[src/rtl/aes_inv_round.sv]
// Iterative AES decrypt round: InvShiftRows, AddRoundKey, then InvMixColumns one column per cycle.
// Define AES_INV_ROUND_PARALLEL_EN to mix all four columns in a single cycle instead.
module aes_inv_round #(
  parameter int NCOL  = 4,
  parameter int CNT_W = 2
) (
  input  logic         iClk,
  input  logic         iRst,
  input  logic         iValid,
  output logic         oReady,
  input  logic [0:127] iState,
  input  logic [0:127] iRoundKey,
  input  logic         iLast,
  output logic         oValid,
  input  logic         iReady,
  output logic [0:127] oState,
  output logic         oBusy
);

  localparam logic [1:0] S_IDLE = 2'd0;
  localparam logic [1:0] S_MIX  = 2'd1;
  localparam logic [1:0] S_DONE = 2'd2;

  logic [1:0]   state_q, state_d;
  logic [0:127] st_q, st_d;
`ifndef AES_INV_ROUND_PARALLEL_EN
  logic [CNT_W-1:0] cnt_q, cnt_d;
`endif

  function automatic logic [7:0] xtime(input logic [7:0] b);
    return {b[6:0], 1'b0} ^ (b[7] ? 8'h1B : 8'h00);
  endfunction

  // Column packed MSB-first: bits [31:24] hold row 0.
  function automatic logic [31:0] inv_mix_col(input logic [31:0] col);
    logic [7:0] a  [4];
    logic [7:0] m9 [4];
    logic [7:0] mb [4];
    logic [7:0] md [4];
    logic [7:0] me [4];
    logic [7:0] x2, x4, x8;
    logic [31:0] res;
    res = '0;
    for (int r = 0; r < 4; r++) begin
      a[r]  = col[31-8*r -: 8];
      x2    = xtime(a[r]);
      x4    = xtime(x2);
      x8    = xtime(x4);
      m9[r] = x8 ^ a[r];
      mb[r] = x8 ^ x2 ^ a[r];
      md[r] = x8 ^ x4 ^ a[r];
      me[r] = x8 ^ x4 ^ x2;
    end
    for (int r = 0; r < 4; r++) begin
      res[31-8*r -: 8] = me[r] ^ mb[(r+1)%4] ^ md[(r+2)%4] ^ m9[(r+3)%4];
    end
    return res;
  endfunction

  // Row r rotates right by r; byte index is row + 4*col.
  function automatic logic [0:127] inv_shift_rows(input logic [0:127] s);
    logic [0:127] o;
    o = '0;
    for (int c = 0; c < 4; c++) begin
      for (int r = 0; r < 4; r++) begin
        o[8*(r+4*c) +: 8] = s[8*(r+4*((c-r+4)%4)) +: 8];
      end
    end
    return o;
  endfunction

  always_comb begin
    state_d = state_q;
    st_d    = st_q;
`ifndef AES_INV_ROUND_PARALLEL_EN
    cnt_d   = cnt_q;
`endif
    case (state_q)
      S_IDLE: begin
        if (iValid) begin
          st_d    = inv_shift_rows(iState) ^ iRoundKey;
          state_d = iLast ? S_DONE : S_MIX;
`ifndef AES_INV_ROUND_PARALLEL_EN
          cnt_d   = '0;
`endif
        end
      end
      S_MIX: begin
`ifdef AES_INV_ROUND_PARALLEL_EN
        for (int c = 0; c < NCOL; c++) begin
          st_d[32*c +: 32] = inv_mix_col(st_q[32*c +: 32]);
        end
        state_d = S_DONE;
`else
        st_d[{cnt_q, 5'b0} +: 32] = inv_mix_col(st_q[{cnt_q, 5'b0} +: 32]);
        if (cnt_q == CNT_W'(NCOL-1)) begin
          state_d = S_DONE;
        end else begin
          cnt_d = cnt_q + 1'b1;
        end
`endif
      end
      S_DONE: begin
        if (iReady) begin
          state_d = S_IDLE;
        end
      end
      default: state_d = S_IDLE;
    endcase
  end

  always_ff @(posedge iClk) begin
    if (iRst) begin
      state_q <= S_IDLE;
      st_q    <= '0;
`ifndef AES_INV_ROUND_PARALLEL_EN
      cnt_q   <= '0;
`endif
    end else begin
      state_q <= state_d;
      st_q    <= st_d;
`ifndef AES_INV_ROUND_PARALLEL_EN
      cnt_q   <= cnt_d;
`endif
    end
  end

  // Result register doubles as the working state; it only changes again on the next accept.
  assign oState = st_q;
  assign oValid = (state_q == S_DONE);
  assign oReady = (state_q == S_IDLE);
  assign oBusy  = (state_q != S_IDLE);

endmodule
[config.mk]
export PLATFORM = sky130hd
export DESIGN_NAME = aes_inv_round
export DESIGN_NICKNAME = d
export VERILOG_FILES = /design/src/rtl/aes_inv_round.sv
export SDC_FILE = /design/constraint.sdc
export NUM_CORES = 1
export LEC_CHECK = 0
export ABC_AREA = 1
export CORE_UTILIZATION = 35
export CTS_CLUSTER_SIZE = 20
export DETAILED_ROUTE_END_ITERATION = 8
export PLACE_DENSITY = 0.74
export SKIP_LAST_GASP = 1
export SYNTH_ARGS = -nofsm -noshare
export SYNTH_HDL_FRONTEND = slang
export SYNTH_SLANG_ARGS = --single-unit
[constraint.sdc]
create_clock -name iClk -period 4.7 [get_ports iClk]
set_input_delay 0.94 -clock iClk [delete_from_list [all_inputs] [get_ports iClk]]
set_output_delay 0.94 -clock iClk [all_outputs]
set_load 0.02 [all_outputs]
After elaboration in Yosys (flattened, before gate mapping)

Index checks and enable logic that the tools add are counted.

Add/subtract/negate cells: 2
Bitwise gates (word level): 50
Reduce and logical (&&, ||, !) cells: 6
Eq/ne operators: 7
Shift-type cells: 3
Multiplexer cells: 23

Operator list:

| cell                                                    | count |
|---|---|
| XOR 8 bit                                               | 36 |
| one-hot mux 128 bit (2 select lines)                    | 1 |
| variable shift 129 x 9 -> 128 bit, first input constant | 1 |
| indexed part select 128 x 8 -> 129 bit                  | 1 |
| indexed part select 129 x 9 -> 128 bit                  | 1 |
| bitwise mux 128 bit                                     | 1 |
| two-way mux 128 bit                                     | 1 |
| XOR 128 bit                                             | 1 |
| XOR 8 x 5 -> 8 bit                                      | 12 |
| two-way mux 5 bit                                       | 12 |
| two-way mux 2 bit                                       | 6 |
| negator 8 -> 9 bit                                      | 1 |
| inverter 7 -> 8 bit                                     | 1 |
| != test 2 bit, second input constant                    | 3 |
| one-hot mux 2 bit (3 select lines)                      | 1 |
| AND reduction 3 bit                                     | 2 |
| == test 2 bit, second input constant                    | 2 |
| one-hot mux 2 bit (2 select lines)                      | 1 |
| nonzero test 2 bit                                      | 2 |
| adder 2 x 1 -> 2 bit, second input constant             | 1 |
| == test 2 x 1 -> 1 bit, second input constant           | 1 |
| zero test 2 bit                                         | 1 |
| != test 2 x 1 -> 1 bit, second input constant           | 1 |
| AND reduction 2 bit                                     | 1 |

Output and inout port bits: 131
Word-level logic and storage cells: 94
Bits in registers: 132
Bits of input ports: 261

Longest topological paths before layout

Word-level depth: 16
Mapped depth: 22
Depth with buffers taken out: 20

Worst setup path before layout

OpenSTA, ideal clock, no wires.

Kind: reg-to-reg
Start: register cnt_q[0]
End: register st_q (netlist bit oState[13])
Buffers on the path: 6
Period minus slack after synthesis: 2402 ps
Arrival time: 2333 ps
Setup slack: 2298 ps
Required time: 4630 ps
Cell stages (with the launch flop): 13
Library setup time: 70 ps
Cells stage by stage: dfxtp_1 -> buf_6 -> inv_6 -> buf_8 -> buf_6 -> clkbuf_1 -> buf_1 -> ha_1 -> nand2_1 -> nor2_1 -> clkbuf_1 -> nand4_1 -> a21oi_1

Word-level cells in the longest chain between the ends: 14
Elaborated cells between the ends (all ways): 67
Classes of those cells: add/sub: 1; shift: 3; mux: 14; bitwise: 49

RTL lines:

| what                                                                 | RTL line   | text |
|---|---|---|
| from (decl)                                                          | 27         | `logic [CNT_W-1:0] cnt_q, cnt_d;` |
| from (signal assigned)                                               | 123        | `cnt_q <= cnt_d;` |
| inverter 7 -> 8 bit (implied by the code) *                          | 95         | `st_d[{cnt_q, 5'b0} +: 32] = inv_mix_col(st_q[{cnt_q, 5'b0} +: 32]);` |
| indexed part select 128 x 8 -> 129 bit                               | 95         |  |
| XOR 8 x 5 -> 8 bit or two-way mux 5 bit (tied branches) (2 in a row) | 31         | `return {b[6:0], 1'b0} ^ (b[7] ? 8'h1B : 8'h00);` |
| two-way mux 5 bit or XOR 8 x 5 -> 8 bit (tied branches)              | 31         |  |
| XOR 8 x 5 -> 8 bit                                                   | 31         |  |
| XOR 8 bit (on tied branches)                                         | 51, 52, 50 |  |
| XOR 8 bit (on tied branches)                                         | 52, 50     |  |
| XOR 8 bit (3 in a row)                                               | 55         | `res[31-8*r -: 8] = me[r] ^ mb[(r+1)%4] ^ md[(r+2)%4] ^ m9[(r+3)%4];` |
| indexed part select 129 x 9 -> 128 bit                               | 95         |  |
| bitwise mux 128 bit *                                                | 95         |  |
| one-hot mux 128 bit (2 select lines) *                               | 78         | `case (state_q)` |
| to (signal assigned)                                                 | 121        | `st_q <= st_d;` |
| to (decl)                                                            | 25         | `logic [0:127] st_q, st_d;` |

Every way passes the cells marked *; elsewhere a longest branch is shown, timed or not.
A chain may end at the register's enable or synchronous reset.

Worst setup path in the final report

Start: register cnt_q[0]
End: register st_q (netlist bit oState[112])

Same word-level chain as after synthesis.

==> flow_summary_export.csv <==
group,metric,value,unit
status,status,"completed",
cells_and_area,fillers,3757,
job,maxCapViolCount,0,
worst_setup_path,cp_data_arrival_time,4.13,ns
floorplan,num_rows,70,
route,first_iter_violations,1592,
sta,tightest_slew,1.146,ns
synth,yosysWarnings,0,
sta,setup_tns,0,ns
sta,maxSlewHeadroom,23.30,%
cells_and_area,final_cells,3032,
synth,ys_seq_elements,132,
clocking,cts_setup_buffers,0,
sta,fin_hold_ws,0.5659,ns
sta,max_freq,0.2653,GHz
route,postRouteAntennaNets,0,
worst_setup_path,worstPathRequired,5.06,ns
sta,timing.final.crit_share,80.20,%
floorplan,dieWidth,194.1,µm
synth,syn_nets,2494,
synth,synth_seq_area_share,20.45,%
synth,synthDistinctLibCells,34,
clocking,clk_path_buf_depth,2,
synth,yosys-top-cells-area,"nand2_1 21%, dfxtp_1 20%, o21ai_0 10%, nand3_1 8.9%, a21oi_1 8.5%",
power,irDropWorstVdd,279.3,µV
synth,synthFlopType,"dfxtp_1",
clocking,cts_tree,"built",
clocking,clock_latency,0.44,ns
clocking,postCtsHoldBufs,0,
floorplan,core_area,0.03643,mm²
worst_setup_path,end_kind,"register",
clocking,htreeDepth,4,
sta,rsz0062_at_grt,"no",
grt,grt_max_degree,134,
sta,skew,0.01988,ns
synth,synth-edff-count,0,
grt,grtUsageTotal,33.44,%
synth,yosysTopAreaCellShare,21.44,%
grt,antenna_found_initial,0,
cells_and_area,final-seq-area,0.002648,mm²
worst_setup_path,path_class,"reg -> reg",
power,power_density,613.3,mW/mm²
place,place_inst,3000,
sta,period_minus_slack,3.770,ns
cells_and_area,multiInputGateArea,0.008980,mm²
route,first_pass_iters,9,
cells_and_area,final_nets,2816,
worst_setup_path,cp-start-kind,"register",
cells_and_area,num_antenna_cells,0,
cells_and_area,area_delta_synth_final,36.57,%
floorplan,initial_core_util,35.46,%
grt,grt_pass1_wl,95210,µm
place,port_buffers,391,
clocking,cts_buffers,17,
synth,synthCells,2229,
sta,slew_viol_final,0,
synth,yosysMostFrequentCell,"nand2_1",
floorplan,io_pins,392,
clocking,clkTransAtPathRegs,0.08,ns
grt,grt_overflow,0,
floorplan,fp.dieH,194.1,µm
route,drcViolationCount,0,
power,leakagePower,8.227,nW
route,wire_per_inst,21.40,µm
cells_and_area,fin_util,48.43,%
synth,synth_area,0.01292,mm²
min_path,holdCritPathClass,"reg -> reg",
sta,setup_viol,0,
sta,hold_viol_final,0,
grt,grt_pass1_vias,15780,
synth,syn_avg_cell_area,5.797,µm²
clocking,cts.repair.resized,0,
place,dpl.hpwl,51500,µm
route,vias,16610,
clocking,cts.sinks,132,
synth,synth-async-reset-ratio,0,%
route,routed_via_density,5.478,
route,routed_wl,64870,µm
floorplan,die_area,0.03769,mm²
cells_and_area,drive_above_1_share,7.761,%
clocking,clockRootBuffer,"clkbuf_16",
synth,synth_area_leader_cell,"nand2_1",
worst_setup_path,cp_max_fo,133,
place,gp_congestion,1.055,
synth,yosys-top-cells-count,"738 x nand2_1, 258 x o21ai_0, 230 x nand3_1, 220 x a21oi_1, 189 x inv_1",
metal layers:
metal  track usage, %  part of all wire, %  up-vias
met2            55.65                   46      805
met4            20.96                  6.7        0
met5                0                    0        -
li1                 -                    -     7922
met1            39.94                   40     7707
met3            5.810                  7.1      175
final timing paths:
path / from / endpoint / slack (ns) / cells past startpoint
worst min register to register: oState[111] / oState[111] / 0.57 / 2
worst min-delay path: oState[111] / oState[111] / 0.57 / 2
worst max register to register: cnt_q[0] / oState[112] / 0.93 / 11
worst max-delay path: cnt_q[0] / oState[112] / 0.93 / 11
cells in the final DEF, fill, tap and decap left out, drive strengths merged:
cell,count
nand4,42
or2,5
xor2,73
nor3,1
inv,216
nand3,237
clkdlybuf4s50,391
o21bai,1
a21oi,220
nand2,838
o21ai,260
ha,4
clkbuf,17
nor2,23
buf,18
a21o,1
nand3b,6
xnor2,65
a211oi,2
dfxtp,132
a31oi,8
clkinv,4
power by group:
group / internal (mW) / switching (mW) / leakage [nW]
registers: 1.30 / 0.213 / 1.10
clock network: 0.713 / 0.660 / 0.289
logic: 2.24 / 5.69 / 6.84
metrics by stage:
step / instance area (µm²) / setup slack (ns) / power (mW)
after global routing: 17650 / 0.8831 / 11.39
after floorplan: 12920 / 2.298 / 6.039
after detailed placement: 17070 / 1.135 / 9.236
after global placement: 17070 / 1.137 / 9.220
final: 17650 / 0.9305 / 10.82
after CTS: 17650 / 1.094 / 10.63
cell type report:
cell class,count,area share (%)
Inverter,205,4.417
Multi-Input combinational cell,1786,50.89
Tap cell,468,3.318
Timing Repair Buffer,409,23.09
Clock buffer,17,2.411
Clock inverter,15,0.8792
Sequential cell,132,15.00
worst max-delay path: stages (launching register included):
cell and delay (ns):
dfxtp_4 0.39, buf_12 0.45, nand2_1 0.27, nand3_1 0.15, nand2_1 0.42, nand2_1 0.25, nand2_2 0.15, xnor2_1 0.19
xor2_1 0.23, xor2_1 0.73, nand3_1 0.17, a21oi_1 0.18
flip-flops by register name, indices dropped and copies added, names as in the netlist:
| name | cells |
|---|---|
| cnt_q | 2 |
| oState | 128 |
| state_q | 2 |
kinds of logic (layout without fill, tap and decap cells):
group	count (synthesis)	after routing	share of synthesized area (%)
AO/OA/AOI/OAI	492	492	19.21
buffers and inverters	311	646	10.26
AND/OR/NAND/NOR	1152	1152	39.60
XOR/XNOR	138	138	10.08
flip-flops	132	132	20.45
adder cells (fa/ha/maj)	4	4	0.3873
(Power assumes the default switching activity.)
